### src/rtl/pc_sequencer_if.sv
// Fetch/commit bus between the PC sequencer and its environment.
// The sequencer takes the slave view; whoever drives pcsrc and memory readiness is the master.
interface pc_sequencer_if #(
  parameter int XLEN = 32
);
  logic [1:0]      pcsrc;
  logic [XLEN-1:0] imm;
  logic [XLEN-1:0] alu_result;
  logic            stall;
  logic            imem_ready;
  logic            fetch_req;
  logic            instr_valid;
  logic [XLEN-1:0] pc;
  logic [XLEN-1:0] pc_plus4;
  logic            misalign;
  logic [XLEN-1:0] epc;
  logic [31:0]     retire_cnt;

  modport master (
    output pcsrc, imm, alu_result, stall, imem_ready,
    input  fetch_req, instr_valid, pc, pc_plus4, misalign, epc, retire_cnt
  );

  modport slave (
    input  pcsrc, imm, alu_result, stall, imem_ready,
    output fetch_req, instr_valid, pc, pc_plus4, misalign, epc, retire_cnt
  );
endinterface

### src/rtl/pc_sequencer.sv
// Program counter sequencer: fetch/commit handshake, next-PC selection and
// redirection of misaligned control-flow targets to the trap vector.
module pc_sequencer #(
  parameter int              XLEN     = 32,
  parameter logic [XLEN-1:0] RESET_PC = '0,
  parameter logic [XLEN-1:0] TRAP_VEC = 'h100
) (
  input  logic           clk,
  input  logic           rst,
  pc_sequencer_if.slave  bus
);

  typedef enum logic [1:0] {
    IDLE,
    FETCH,
    COMMIT,
    TRAP
  } state_t;

  state_t          r_state;
  state_t          w_next_state;
  logic [XLEN-1:0] r_pc;
  logic [XLEN-1:0] r_epc;
  logic [31:0]     r_retire_cnt;
  logic [XLEN-1:0] w_pc_plus4;
  logic [XLEN-1:0] w_target;
  logic            w_misaligned;
  logic            w_fetch_req;
  logic            w_instr_valid;
  logic            w_misalign;

  assign w_pc_plus4 = r_pc + XLEN'(4);

  // JALR clears bit0 only, so a target with bit1 set still traps below.
  always_comb begin
    w_target = w_pc_plus4;
    case (bus.pcsrc)
      2'b00:   w_target = w_pc_plus4;
      2'b01:   w_target = r_pc + bus.imm;
      2'b10:   w_target = bus.alu_result & ~XLEN'(1);
      default: w_target = TRAP_VEC;
    endcase
  end

  assign w_misaligned = (bus.pcsrc != 2'b11) && (w_target[1:0] != 2'b00);

  always_ff @(posedge clk) begin
    if (rst) begin
      r_state <= IDLE;
    end else begin
      r_state <= w_next_state;
    end
  end

  always_comb begin
    w_next_state  = r_state;
    w_fetch_req   = 1'b0;
    w_instr_valid = 1'b0;
    w_misalign    = 1'b0;
    case (r_state)
      IDLE: begin
        w_next_state = FETCH;
      end
      FETCH: begin
        w_fetch_req = 1'b1;
        if (bus.imem_ready) begin
          w_next_state = COMMIT;
        end
      end
      COMMIT: begin
        w_instr_valid = 1'b1;
        if (!bus.stall) begin
          w_next_state = w_misaligned ? TRAP : FETCH;
        end
      end
      TRAP: begin
        w_misalign   = 1'b1;
        w_next_state = FETCH;
      end
      default: begin
        w_next_state = IDLE;
      end
    endcase
  end

  // The faulting PC is captured on the way into TRAP; pc moves to the vector one cycle later.
  always_ff @(posedge clk) begin
    if (rst) begin
      r_pc         <= RESET_PC;
      r_epc        <= '0;
      r_retire_cnt <= '0;
    end else begin
      case (r_state)
        COMMIT: begin
          if (!bus.stall) begin
            if (w_misaligned) begin
              r_epc <= r_pc;
            end else begin
              r_pc         <= w_target;
              r_retire_cnt <= r_retire_cnt + 32'd1;
            end
          end
        end
        TRAP: begin
          r_pc <= TRAP_VEC;
        end
        default: begin
        end
      endcase
    end
  end

  assign bus.fetch_req   = w_fetch_req;
  assign bus.instr_valid = w_instr_valid;
  assign bus.misalign    = w_misalign;
  assign bus.pc          = r_pc;
  assign bus.pc_plus4    = w_pc_plus4;
  assign bus.epc         = r_epc;
  assign bus.retire_cnt  = r_retire_cnt;

endmodule

### src/flat_wrapper.sv
// flat-port wrapper written by rule: the top's interface ports become plain ports
module pc_sequencer_flat 
#(
  parameter int              XLEN     = 32,
  parameter logic [XLEN-1:0] RESET_PC = '0,
  parameter logic [XLEN-1:0] TRAP_VEC = 'h100
)
  (clk, rst, bus_pcsrc, bus_imm, bus_alu_result, bus_stall, bus_imem_ready, bus_fetch_req, bus_instr_valid, bus_pc, bus_pc_plus4, bus_misalign, bus_epc, bus_retire_cnt);
  pc_sequencer_if #(.XLEN(XLEN)) bus_i ();
  input  logic clk;
  input  logic rst;
  input wire logic [$bits(bus_i.pcsrc)-1:0] bus_pcsrc;
  input wire logic [$bits(bus_i.imm)-1:0] bus_imm;
  input wire logic [$bits(bus_i.alu_result)-1:0] bus_alu_result;
  input wire logic [$bits(bus_i.stall)-1:0] bus_stall;
  input wire logic [$bits(bus_i.imem_ready)-1:0] bus_imem_ready;
  output wire logic [$bits(bus_i.fetch_req)-1:0] bus_fetch_req;
  output wire logic [$bits(bus_i.instr_valid)-1:0] bus_instr_valid;
  output wire logic [$bits(bus_i.pc)-1:0] bus_pc;
  output wire logic [$bits(bus_i.pc_plus4)-1:0] bus_pc_plus4;
  output wire logic [$bits(bus_i.misalign)-1:0] bus_misalign;
  output wire logic [$bits(bus_i.epc)-1:0] bus_epc;
  output wire logic [$bits(bus_i.retire_cnt)-1:0] bus_retire_cnt;
  assign bus_i.pcsrc = bus_pcsrc;
  assign bus_i.imm = bus_imm;
  assign bus_i.alu_result = bus_alu_result;
  assign bus_i.stall = bus_stall;
  assign bus_i.imem_ready = bus_imem_ready;
  assign bus_fetch_req = bus_i.fetch_req;
  assign bus_instr_valid = bus_i.instr_valid;
  assign bus_pc = bus_i.pc;
  assign bus_pc_plus4 = bus_i.pc_plus4;
  assign bus_misalign = bus_i.misalign;
  assign bus_epc = bus_i.epc;
  assign bus_retire_cnt = bus_i.retire_cnt;
  pc_sequencer #(.XLEN(XLEN), .RESET_PC(RESET_PC), .TRAP_VEC(TRAP_VEC)) u_core (.clk(clk), .rst(rst), .bus(bus_i));
endmodule
### config.mk
export PLATFORM = sky130hd
export DESIGN_NAME = pc_sequencer_flat
export DESIGN_NICKNAME = d
export VERILOG_FILES = /design/src/rtl/pc_sequencer_if.sv /design/src/rtl/pc_sequencer.sv /design/src/flat_wrapper.sv
export SDC_FILE = /design/constraint.sdc
export NUM_CORES = 1
export LEC_CHECK = 0
export CAP_MARGIN = 20
export CELL_PAD_IN_SITES_DETAIL_PLACEMENT = 1
export CELL_PAD_IN_SITES_GLOBAL_PLACEMENT = 1
export CORE_ASPECT_RATIO = 0.8
export CORE_MARGIN = 2
export CORE_UTILIZATION = 31
export DETAILED_ROUTE_END_ITERATION = 16
export PLACE_DENSITY = 0.75
export SYNTH_ARGS = -nofsm -noshare
export SYNTH_HDL_FRONTEND = slang
export SYNTH_SLANG_ARGS = --single-unit
### constraint.sdc
create_clock -name clk -period 2.6 [get_ports clk]
set_clock_uncertainty 0.15 [all_clocks]
set_input_delay 0.39 -clock clk [delete_from_list [all_inputs] [get_ports clk]]
set_output_delay 0.39 -clock clk [all_outputs]
set_load 0.05 [all_outputs]
* Yosys cells after proc, flatten, opt, wreduce, memory -nomap -nowiden
Cells that the tools add are included.
Storage, ports and cells: register bits 98
Cells by class: add/sub/neg operators 3, equal/unequal tests 9, multiplexer cells 11, bitwise logic cells 2, reductions and logical operators 10
Operator list (count):
- case mux 32 bit (3 select lines) | 1
- 2-to-1 mux 32 bit | 2
- case mux 32 bit (2 select lines) | 1
- adder 32 x 1 -> 32 bit (second input constant) | 1
- adder 32 x 3 -> 32 bit (second input constant) | 1
- adder 32 bit | 1
- AND reduction 3 bit | 3
- != test 2 bit (second input constant) | 4
- == test 2 bit (second input constant) | 3
- 2-to-1 mux 2 bit | 3
- case mux 2 bit (3 select lines) | 1
- == test 2 x 1 -> 1 bit (second input constant) | 2
- logical NOT 2 bit | 2
- nonzero test 2 bit | 2
- 2-to-1 mux 1 bit | 3
- NOT 1 bit | 2
- AND reduction 2 bit | 1
- OR reduction 2 bit | 1
- logical AND 1 bit | 1

* Depth between registers and ports, before layout
Gate-level depths: netlist of run 1.
depth in word-level cells 7, gate-level depth with buffers 12

* Worst setup path before layout of run 1
No wires, ideal clock.
kind reg-to-output, start point reg u_core.r_pc[2], in the netlist u_core.bus.pc[2], end point out bus_pc_plus4[28], arrival 2.920 ns, data required time 2.060 ns, setup slack -0.860 ns, stages on the path, launching flop included 8, path buffers 0, cells stage by stage dfxtp_1 ha_1 inv_1 nor3_2 nand4_2 nor2_1 nand3_1 xnor2_1
On the way: longest elaborated chain between the ends 1
Ends and longest elaborated chain:
- from (decl) | line pc_sequencer.sv:22 | logic [XLEN-1:0] r_pc;
- from (signal assigned) | line pc_sequencer.sv:99 | r_pc <= w_target;
- adder 32 x 3 -> 32 bit | line pc_sequencer.sv:32 | assign w_pc_plus4 = r_pc + XLEN'(4);
- to (decl) | line flat_wrapper.sv:20 | output wire logic [$bits(bus_i.pc_plus4)-1:0] bus_pc_plus4;
Every way passes these cells.

* Worst setup path in the final report of run 1
start point reg u_core.r_pc[0], in the netlist u_core.bus.pc[0], end point reg u_core.r_pc[31], in the netlist u_core.bus.pc[31]
On the way: longest elaborated chain between the ends 6, elaborated cells on any way between the ends 10
Ends and longest elaborated chain:
- adder 32 bit / adder 32 x 3 -> 32 bit (equally long branches) | line pc_sequencer.sv:39, pc_sequencer.sv:32
- case mux 32 bit (3 select lines) (*) | line pc_sequencer.sv:37 | case (bus.pcsrc)
- nonzero test 2 bit | line pc_sequencer.sv:45 | assign w_misaligned = (bus.pcsrc != 2'b11) && (w_target[1:0] != 2'b00);
- logical AND 1 bit | line pc_sequencer.sv:45
- != test 2 bit (no line)
- AND reduction 3 bit (no line)
Mark *: on every way between the ends. The rest lies on a longest branch, timed or not. The select of a mux whose other input is x is not followed. A chain may end at the register's enable or synchronous reset.

==> results of run 1 <==
[layer usage]
| metal | wire (um) | vias to the layer above | part of all wire (%) | global-route usage, % |
|---|---|---|---|---|
| met4 | 2240 | 2 | 5.6 | 9.082 |
| met2 | 18710 | 645 | 47 | 46.47 |
| li1 | - | 3731 | - | - |
| met1 | 15660 | 4353 | 39 | 38.82 |
| met3 | 3543 | 192 | 8.8 | 6.834 |
| met5 | 57 | - | 0.14 | 0 |
[power groups by stage]
stage	clock, mW	sequential [mW]	combinational, mW
6_report	1.44	1.52	0.826
5_1_grt	1.50	1.53	0.849
4_1_cts	1.42	1.52	0.710
3_5_place_dp	0	1.56	0.661
3_3_place_gp	0	1.56	0.649
2_1_floorplan	0	1.58	0.294
[worst register-to-register path, stage by stage (launching register included)]
cell and delay [ns]:
dfxtp_4 0.36, ha_4 0.14, inv_2 0.04, fa_2 0.51, nand3b_1 0.20, a311oi_4 0.42, buf_4 0.21, buf_6 0.10
buf_6 0.09, o21ai_4 0.07, nand2b_4 0.12, o211ai_1 0.11, a31o_2 0.27, a41oi_2 0.19, o22ai_1 0.15
[synthesized netlist by cell type, drive strengths merged (4+ instances only)]
master,number
nand4,19
a21oi,81
mux2i,14
ha,33
a22o,5
o31ai,4
nor2,61
nor3,17
inv,25
o221ai,7
or3,4
a31oi,4
a21o,6
o211ai,12
nand2b,7
nor2b,9
dfxtp,98
a22oi,10
xor2,39
o22ai,16
buf,8
and3,19
nand2,135
nand3,28
clkbuf,36
and2,9
o21bai,5
xnor2,43
a31o,4
o21ai,32
[cell usage in the layout (no fill, tap or decap), types with 6 or more instances in the layout]
cell type	n
inv_1	22
buf_12	29
nand4_1	18
clkdlybuf4s50_1	163
nor2_4	6
ha_1	22
nor3_1	7
a22oi_2	8
nand2b_1	6
o21ai_0	15
nor2_1	50
nand2_2	16
nand2_1	107
a21oi_1	68
ha_4	9
clkbuf_16	13
nand3_2	9
and3_1	14
buf_4	201
o22ai_1	15
mux2i_1	14
o211ai_1	12
buf_6	33
dlygate4sd2_1	7
xor2_1	32
dfxtp_2	9
xnor2_1	21
dfxtp_1	78
o21ai_1	12
nand2_4	9
a21oi_2	10
nand3_1	18
a21o_1	6
xnor2_4	8
dfxtp_4	11
xnor2_2	14
[sequential cells by signal, indices dropped and copies added, names as in the netlist]
name	flops
u_core.bus.pc	32
u_core.r_state	2
u_core.bus.epc	32
u_core.bus.retire_cnt	32
[stage by stage]
| step | utilization, % | instance area [um2] | total power, mW | worst slack [ns] | std cells |
|---|---|---|---|---|---|
| after global placement | 52.41 | 10500 | 2.205 | -0.8333 | 1425 |
| after floorplan | - | 6766 | 1.879 | -0.2804 | 824 |
| final | 61.56 | 12330 | 3.789 | -0.6480 | 1505 |
| after global routing | 61.54 | 12330 | 3.874 | -0.7248 | 1504 |
| after CTS | 57.42 | 11500 | 3.647 | -0.3241 | 1474 |
| after detailed placement | 52.41 | 10500 | 2.218 | -0.8192 | 1425 |
[worst max path at each step]
stage | from | endpoint | slack, ns | depth (start not counted)
CTS | u_core.bus.pc[0]$_SDFFE_PP0P_ | u_core.bus.retire_cnt[31]$_SDFFE_PP0P_ | -0.32 | 12
global route | u_core.bus.pc[0]$_SDFFE_PP0P_ | u_core.bus.pc[31]$_SDFFE_PP0P_ | -0.72 | 14
floorplan | u_core.bus.pc[0]$_SDFFE_PP0P_ | u_core.bus.retire_cnt[27]$_SDFFE_PP0P_ | -0.28 | 12
global placement | bus_imm[0] | u_core.bus.pc[26]$_SDFFE_PP0P_ | -0.83 | 15
finish | u_core.bus.pc[0]$_SDFFE_PP0P_ | u_core.bus.pc[31]$_SDFFE_PP0P_ | -0.65 | 14
detailed placement | bus_imm[0] | u_core.bus.pc[26]$_SDFFE_PP0P_ | -0.82 | 15
[kinds of logic (layout without fill, tap and decap cells)]
family          after synthesis  count (layout)  share of synthesized area [%]
simple gates                320             320                          24.40
xor+xnor                     82              82                          11.22
fa+ha+maj                    34              34                          6.764
mux                          16              16                          2.541
compound gates              205             205                          20.18
buf+inv                      69             483                          4.242
flops                        98              98                          30.65
other cells                   0               3                              0
[final cells by class]
cell class	count	area share, %
sequential	98	16.34
antenna	3	0.06089
clock inverter	7	0.6596
multi-input combinational	657	42.60
clock buffer	9	1.827
tap	264	2.679
timing repair buffer	442	35.03
inverter	25	0.8017
[what timing repair did]
item                       CTS  global route
setup endpoints to repair   82            87
hold buffers                 0             0
gates cloned                 1             3
hold endpoints to repair     0             0
pin swaps                   49            69
setup buffers               33            33
gates resized for setup     93           141
==> metrics.md, run 1 <==
| Metric | Value |
|---|---|
| Status | `complete, but fails checks` |
| Failing checks | `negative setup slack` |
| Flop2flop setup slack | `-0.65 ns` |
| DR DRC count | `0` |
| Post-Synthesis Cells | `just over 800` |
| Slew @ Worst Pin | `0.6317 ns` |
| Clock tree from TritonCTS | `built` |
| Hold path depth | `2` |
| Final min period | `3.248 ns` |
| DRT Pass-1 Iters | `5` |
| Multi-input logic area | `5253 um2` |
| Worst Slack Setup Final | `-0.6480 ns` |
| Switching fraction of total power | `32.32%` |
| CTS Root Cell | `clkbuf_16` |
| Critical Path Max Stage Delay | `slightly above 0.5 ns` |
| DR WL/cell | `26.72 um` |
| Maximum clock frequency | `~0.31 GHz` |
| Kind of end point of the critical path | `register` |
| Finish-stage setup viols | `approximately 100` |
| First-pass GRT wire length | `between 40000 and 50000 um` |
| Area share of the largest cell type after synthesis | `between 30% and 40%` |
| Largest net degree at the start of global routing | `37` |
| Slew Limit Fails | `0` |
| Ys flop type | `dfxtp_1` |
| Mean area per synthesized cell | `about 7.8 um2` |
| Die area | `between 20000 and 25000 um2` |
| DR vias/cell | `a little under 6` |
| Hold path startpoint | `u_core.bus.epc[28]$_SDFFE_PP0P_` |
| Clock group share of total power | `38.0%` |
| Sink of the worst hold path | `u_core.bus.epc[28]$_SDFFE_PP0P_` |
| Startpoint types | `register` |
| CP max stage cell | `fa_2` |
| Initial antenna violation count | `3` |
| Largest area contributor in the netlist | `dfxtp_1` |
| GR Overflow Total | `0` |
| Starting DRT DRC Count | `between 900 and 1000` |
| Most frequent CP cell | `buf_6` |
| Crit path DAT | `between 3 and 4 ns` |
| Peak VDD IR | `between 0.3 and 0.4 mV` |
| Nets | `between 1000 and 1500` |
| Port bufs | `just under 200` |
| CP cell instances | `ha_4 > inv_2 > fa_2 > nand3b_1 > a311oi_4 > buf_4 > buf_6 > buf_6 > o21ai_4 > nand2b_4 > o211ai_1 > a31o_2 > a41oi_2 > o22ai_1` |
| Fill cells | `2233` |
| Reg clk slew, reported paths | `about 0.08 ns` |
| Pwr dens | `307.3 nW/um2` |
| Number of global-route vias before repair | `about 8600` |
| Bufs and invs on worst path | `4` |
| GPL Wtd Cong | `just over 0.9` |
| Unrepaired setup endpoints after global routing | `yes` |
| Asr flop ratio synth | `0%` |
| Clk sinks | `98` |
| Hold_ws | `0.3071 ns` |
| Synth top area cells | `dfxtp_1, nand2_1, ha_1` |
| CTS Buf Count | `9` |
| Final hold vios | `0` |
| Total GRT Usage | `about 29%` |
| Clk_lat worst skew | `about 0.38 ns` |
| # IOs | `201` |
| Layout area overhead | `92.65%` |
| HPWL Detailed | `roughly 23000 um` |
| Net switching power | `1.225 mW` |
| Mapped cell area | `6400 um2` |
| Period utilisation layout | `124.9%` |
| R2r startpoint | `u_core.bus.pc[0]$_SDFFE_PP0P_` |
| Drt total wl | `slightly above 40000 um` |
| Register Area | `2014 um2` |
| Hold Path Class | `reg2reg` |
| Max H-tree Level | `3` |
| Synth warn | `0` |
| P_int | `roughly 2.6 mW` |
| Reg2reg end | `u_core.bus.pc[31]$_SDFFE_PP0P_` |
| Initial core utilization | `around a third` |
| Critical path data required time | `around 2.7 ns` |
| CP Class | `reg2reg` |
| DRT antenna net count | `0` |
| CP delay by family, top | `compound AO/OA/AOI/OAI gates` |
| CP max FO | `3` |
| Setup TNS | `-32.38 ns` |
| Seq pwr share | `about two fifths` |
| Die width | `roughly 160 um` |
| Register bit total from synthesis | `98` |
| Seq/Total Area, Yosys | `30.65%` |
| DR vias | `about 9000` |
| Leak | `5.135 nW` |
| Relative slew slack | `between 50 and 60%` |
| Post-synth EDFFs | `0` |
| Die Ht | `between 100 and 150 um` |
| CTS Buffer Depth | `2` |
| Synth cell types | `66` |
| Synthesized net count | `roughly 930` |
| Reg2Reg Depth | `14` |
| Core area | `~20000 um2` |
| Combinational Power Share | `a little over a fifth` |
| Layout cells sized above 1 | `a little under 40%` |
| Max Cap Viol | `0` |
| # rows | `46` |
Power figures use the tool's default switching activity.
==> run 2: changes to the inputs <==
==> constraint.sdc (replaced) <==
create_clock -name clk -period 2.6 [get_ports clk]
set_clock_uncertainty 0.15 [all_clocks]
set_input_delay 0.26 -clock clk [delete_from_list [all_inputs] [get_ports clk]]
set_output_delay 0.26 -clock clk [all_outputs]
set_load 0.05 [all_outputs]
==> run 2 against run 1 <==
The flow still finishes with violations (negative setup slack). Fmax is 5.9% higher. Core utilization down 3.3 points. Final cell count shrank 2.5%. Routed wire length shrank 21%. Clock power shrank 3%. Sequential share of layout area up 0.85 points. Critical endpoint is now u_core.bus.retire_cnt[26]$_SDFFE_PP0P_.
==> metrics.md, run 2 (synthesis results as in run 1) <==
| Metric | Value |
|---|---|
| Status | `complete, but fails checks` |
| Failing checks | `negative setup slack` |
| Hold Path Class | `in2reg` |
| Port bufs | `199 (unchanged)` |
| CP cell instances | `ha_4 > inv_2 > fa_1 > nand3b_1 > a311oi_4 > buf_4 > and2_4 > and3_4 > nand2_8 > nor3_4 > nand2_1 > xor2_1 > nor2_1` |
| Drt total wl | `31780 um (-21%)` |
| Net switching power | `1.125 mW (-8.1%)` |
| Diode count | `0 (-3)` |
| Initial antenna violation count | `0 (-3)` |
| Slew @ Worst Pin | `0.6045 ns (-0.02717 ns)` |
| Core area | `20030 um2 (unchanged)` |
| Largest net degree at the start of global routing | `52 (+41%)` |
| DR vias/cell | `5.374 (-9.4%)` |
| Max H-tree Level | `3 (unchanged)` |
| Kind of end point of the critical path | `register` |
| Worst Slack Setup Final | `-0.4666 ns (+0.1814 ns)` |
| Combinational Power Share | `20.7% (-1.1 points)` |
| Critical path data required time | `2.67 ns (-0.02 ns)` |
| Clock tree from TritonCTS | `built` |
| Startpoint types | `register` |
| Seq pwr share | `41.5% (+1.3 points)` |
| Finish-stage setup viols | `71 (-28%)` |
| Final min period | `3.067 ns (-0.1814 ns)` |
| Total GRT Usage | `27.01% (-2.1 points)` |
| GR Overflow Total | `0 (unchanged)` |
| GPL Wtd Cong | `0.8955 (-3.7%)` |
| Number of global-route vias before repair | `8154 (-4.9%)` |
| Fill cells | `2325 (+4.1%)` |
| Bufs and invs on worst path | `2 (-2)` |
| Die width | `164.6 um (unchanged)` |
| # IOs | `201 (unchanged)` |
| Maximum clock frequency | `0.3261 GHz (+5.9%)` |
| First-pass GRT wire length | `45810 um (-6.9%)` |
| Fin util | `58.22% (-3.3 points)` |
| DR vias | `7884 (-12%)` |
| P_int | `2.552 mW (-0.48%)` |
| CTS Buf Count | `9 (unchanged)` |
| Clk sinks | `98 (unchanged)` |
| Final hold vios | `0 (unchanged)` |
| Unrepaired setup endpoints after global routing | `yes` |
| Period utilisation layout | `117.9% (-7.0 points)` |
| Pwr dens | `315.4 nW/um2 (+2.6%)` |
| CTS Buffer Depth | `2 (unchanged)` |
| Reg clk slew, reported paths | `0.08 ns (about the same)` |
| Crit path DAT | `3.14 ns (-0.20 ns)` |
| DRT antenna net count | `0 (unchanged)` |
| Die area | `21820 um2 (unchanged)` |
| DR WL/cell | `21.66 um (-19%)` |
| Peak VDD IR | `0.4021 mV (+15%)` |
| DRT Pass-1 Iters | `5 (unchanged)` |
| Critical Path Max Stage Delay | `0.49 ns (-0.02 ns)` |
| # rows | `46 (unchanged)` |
| Leak | `4.905 nW (-4.5%)` |
| Layout cells sized above 1 | `33.17% (-5.5 points)` |
| Nets | `1302 (-2.6%)` |
| Relative slew slack | `59.57% (+1.8 points)` |
| Slew Limit Fails | `0 (unchanged)` |
| Most common cell after layout, fill and taps aside | `buf_4` |
| Final Power | `3.678 mW (-2.9%)` |
| CP delay by family, top | `simple AND/OR/NAND/NOR gates` |
| Clock group share of total power | `37.8% (-0.2 points)` |
| HPWL Detailed | `22340 um (-1.3%)` |
| CTS Root Cell | `clkbuf_16` |
| Starting DRT DRC Count | `539 (-42%)` |
| Initial core utilization | `31.95% (unchanged)` |
| CP max stage cell | `fa_1` |
| Most frequent cells in the layout | `buf_4, clkdlybuf4s50_1, nand2_1` |
| Multi-input logic area | `4964 um2 (-5.5%)` |
| Die Ht | `132.5 um (unchanged)` |
| Register Area | `2004 um2 (-0.50%)` |
| Max Cap Viol | `0 (unchanged)` |
| CP max FO | `6 (+3)` |
| CP Class | `reg2reg` |
| Clk_lat worst skew | `0.37 ns (about the same)` |
| Switching fraction of total power | `30.60% (-1.7 points)` |
| Layout area overhead | `82.21%` |
| DR DRC count | `0 (unchanged)` |
## run 2: cell count changes in the layout (fill, tap and decap cells not counted), sizes merged, moves of 3 or more
cell	before	now
buf	268	235
dlygate4sd2	7	3
clkdlybuf4s50	163	168
diode	3	0
clkbuf	13	9
clkinv	4	0
inv	28	31
## run 2: metrics by stage
step | instance area (um2) | instances | setup TNS (ns) | setup WS (ns) | hold WS (ns)
4_1_cts | 11200 | 1448 | -10.09 | -0.2922 | 0.1378
2_1_floorplan | 6765 | 824 | -5.124 | -0.2804 | 0.2213
5_1_grt | 11660 | 1467 | -25.88 | -0.5853 | 0.1773
3_3_place_gp | 10370 | 1406 | -31.16 | -0.6650 | 0.2916
3_5_place_dp | 10370 | 1406 | -37.57 | -0.7130 | 0.2994
6_report | 11660 | 1467 | -17.75 | -0.4666 | 0.1688
## run 2: layout make-up
type / count / area share (%)
well taps: 264 / 2.833
inverters: 25 / 0.8262
flip-flops and latches: 98 / 17.19
clock inverters: 7 / 0.5579
repair buffers: 407 / 34.10
multi-input cells: 657 / 42.56
clock buffers: 9 / 1.931
## run 2: worst register-to-register path: stages (launching register included)
cell and delay (ns):
dfxtp_4 0.36, ha_4 0.14, inv_2 0.04, fa_1 0.49, nand3b_1 0.16, a311oi_4 0.37, buf_4 0.18, and2_4 0.14
and3_4 0.22, nand2_8 0.07, nor3_4 0.17, nand2_1 0.12, xor2_1 0.21, nor2_1 0.10
## run 2: power groups by stage
stage	Sequential, mW	Combinational, mW	Clock [mW]
after floorplan	1.59	0.294	0
after global placement	1.56	0.658	0
after detailed placement	1.56	0.669	0
after CTS	1.52	0.701	1.40
after global routing	1.53	0.799	1.47
final	1.53	0.761	1.39
## run 2: routing by layer
metal | global-route usage, % | up-vias | part of all wire (%)
li1 | - | 3648 | -
met1 | 38.46 | 3930 | 45
met2 | 43.40 | 267 | 47
met3 | 4.232 | 39 | 5.8
met4 | 5.024 | 0 | 1.8
met5 | 0 | - | 0
## run 2: what timing repair did
| item | 4_1_cts | 5_1_grt |
|---|---|---|
| hold buffers | 0 | 0 |
| buffers inserted | 26 | 22 |
| pin swaps | 38 | 43 |
| resized for setup | 82 | 70 |
| endpoints found under the setup margin | 73 | 79 |
## run 2: path summary, 6_finish.rpt
path | startpoint | endpoint | slack, ns | depth (start not counted)
max reg2reg | u_core.bus.pc[0]$_SDFFE_PP0P_ | u_core.bus.retire_cnt[26]$_SDFFE_PP0P_ | -0.47 | 13
max | u_core.bus.pc[0]$_SDFFE_PP0P_ | u_core.bus.retire_cnt[26]$_SDFFE_PP0P_ | -0.47 | 13
min reg2reg | u_core.bus.epc[26]$_SDFFE_PP0P_ | u_core.bus.epc[26]$_SDFFE_PP0P_ | 0.31 | 2
min | rst | u_core.bus.epc[17]$_SDFFE_PP0P_ | 0.17 | 2
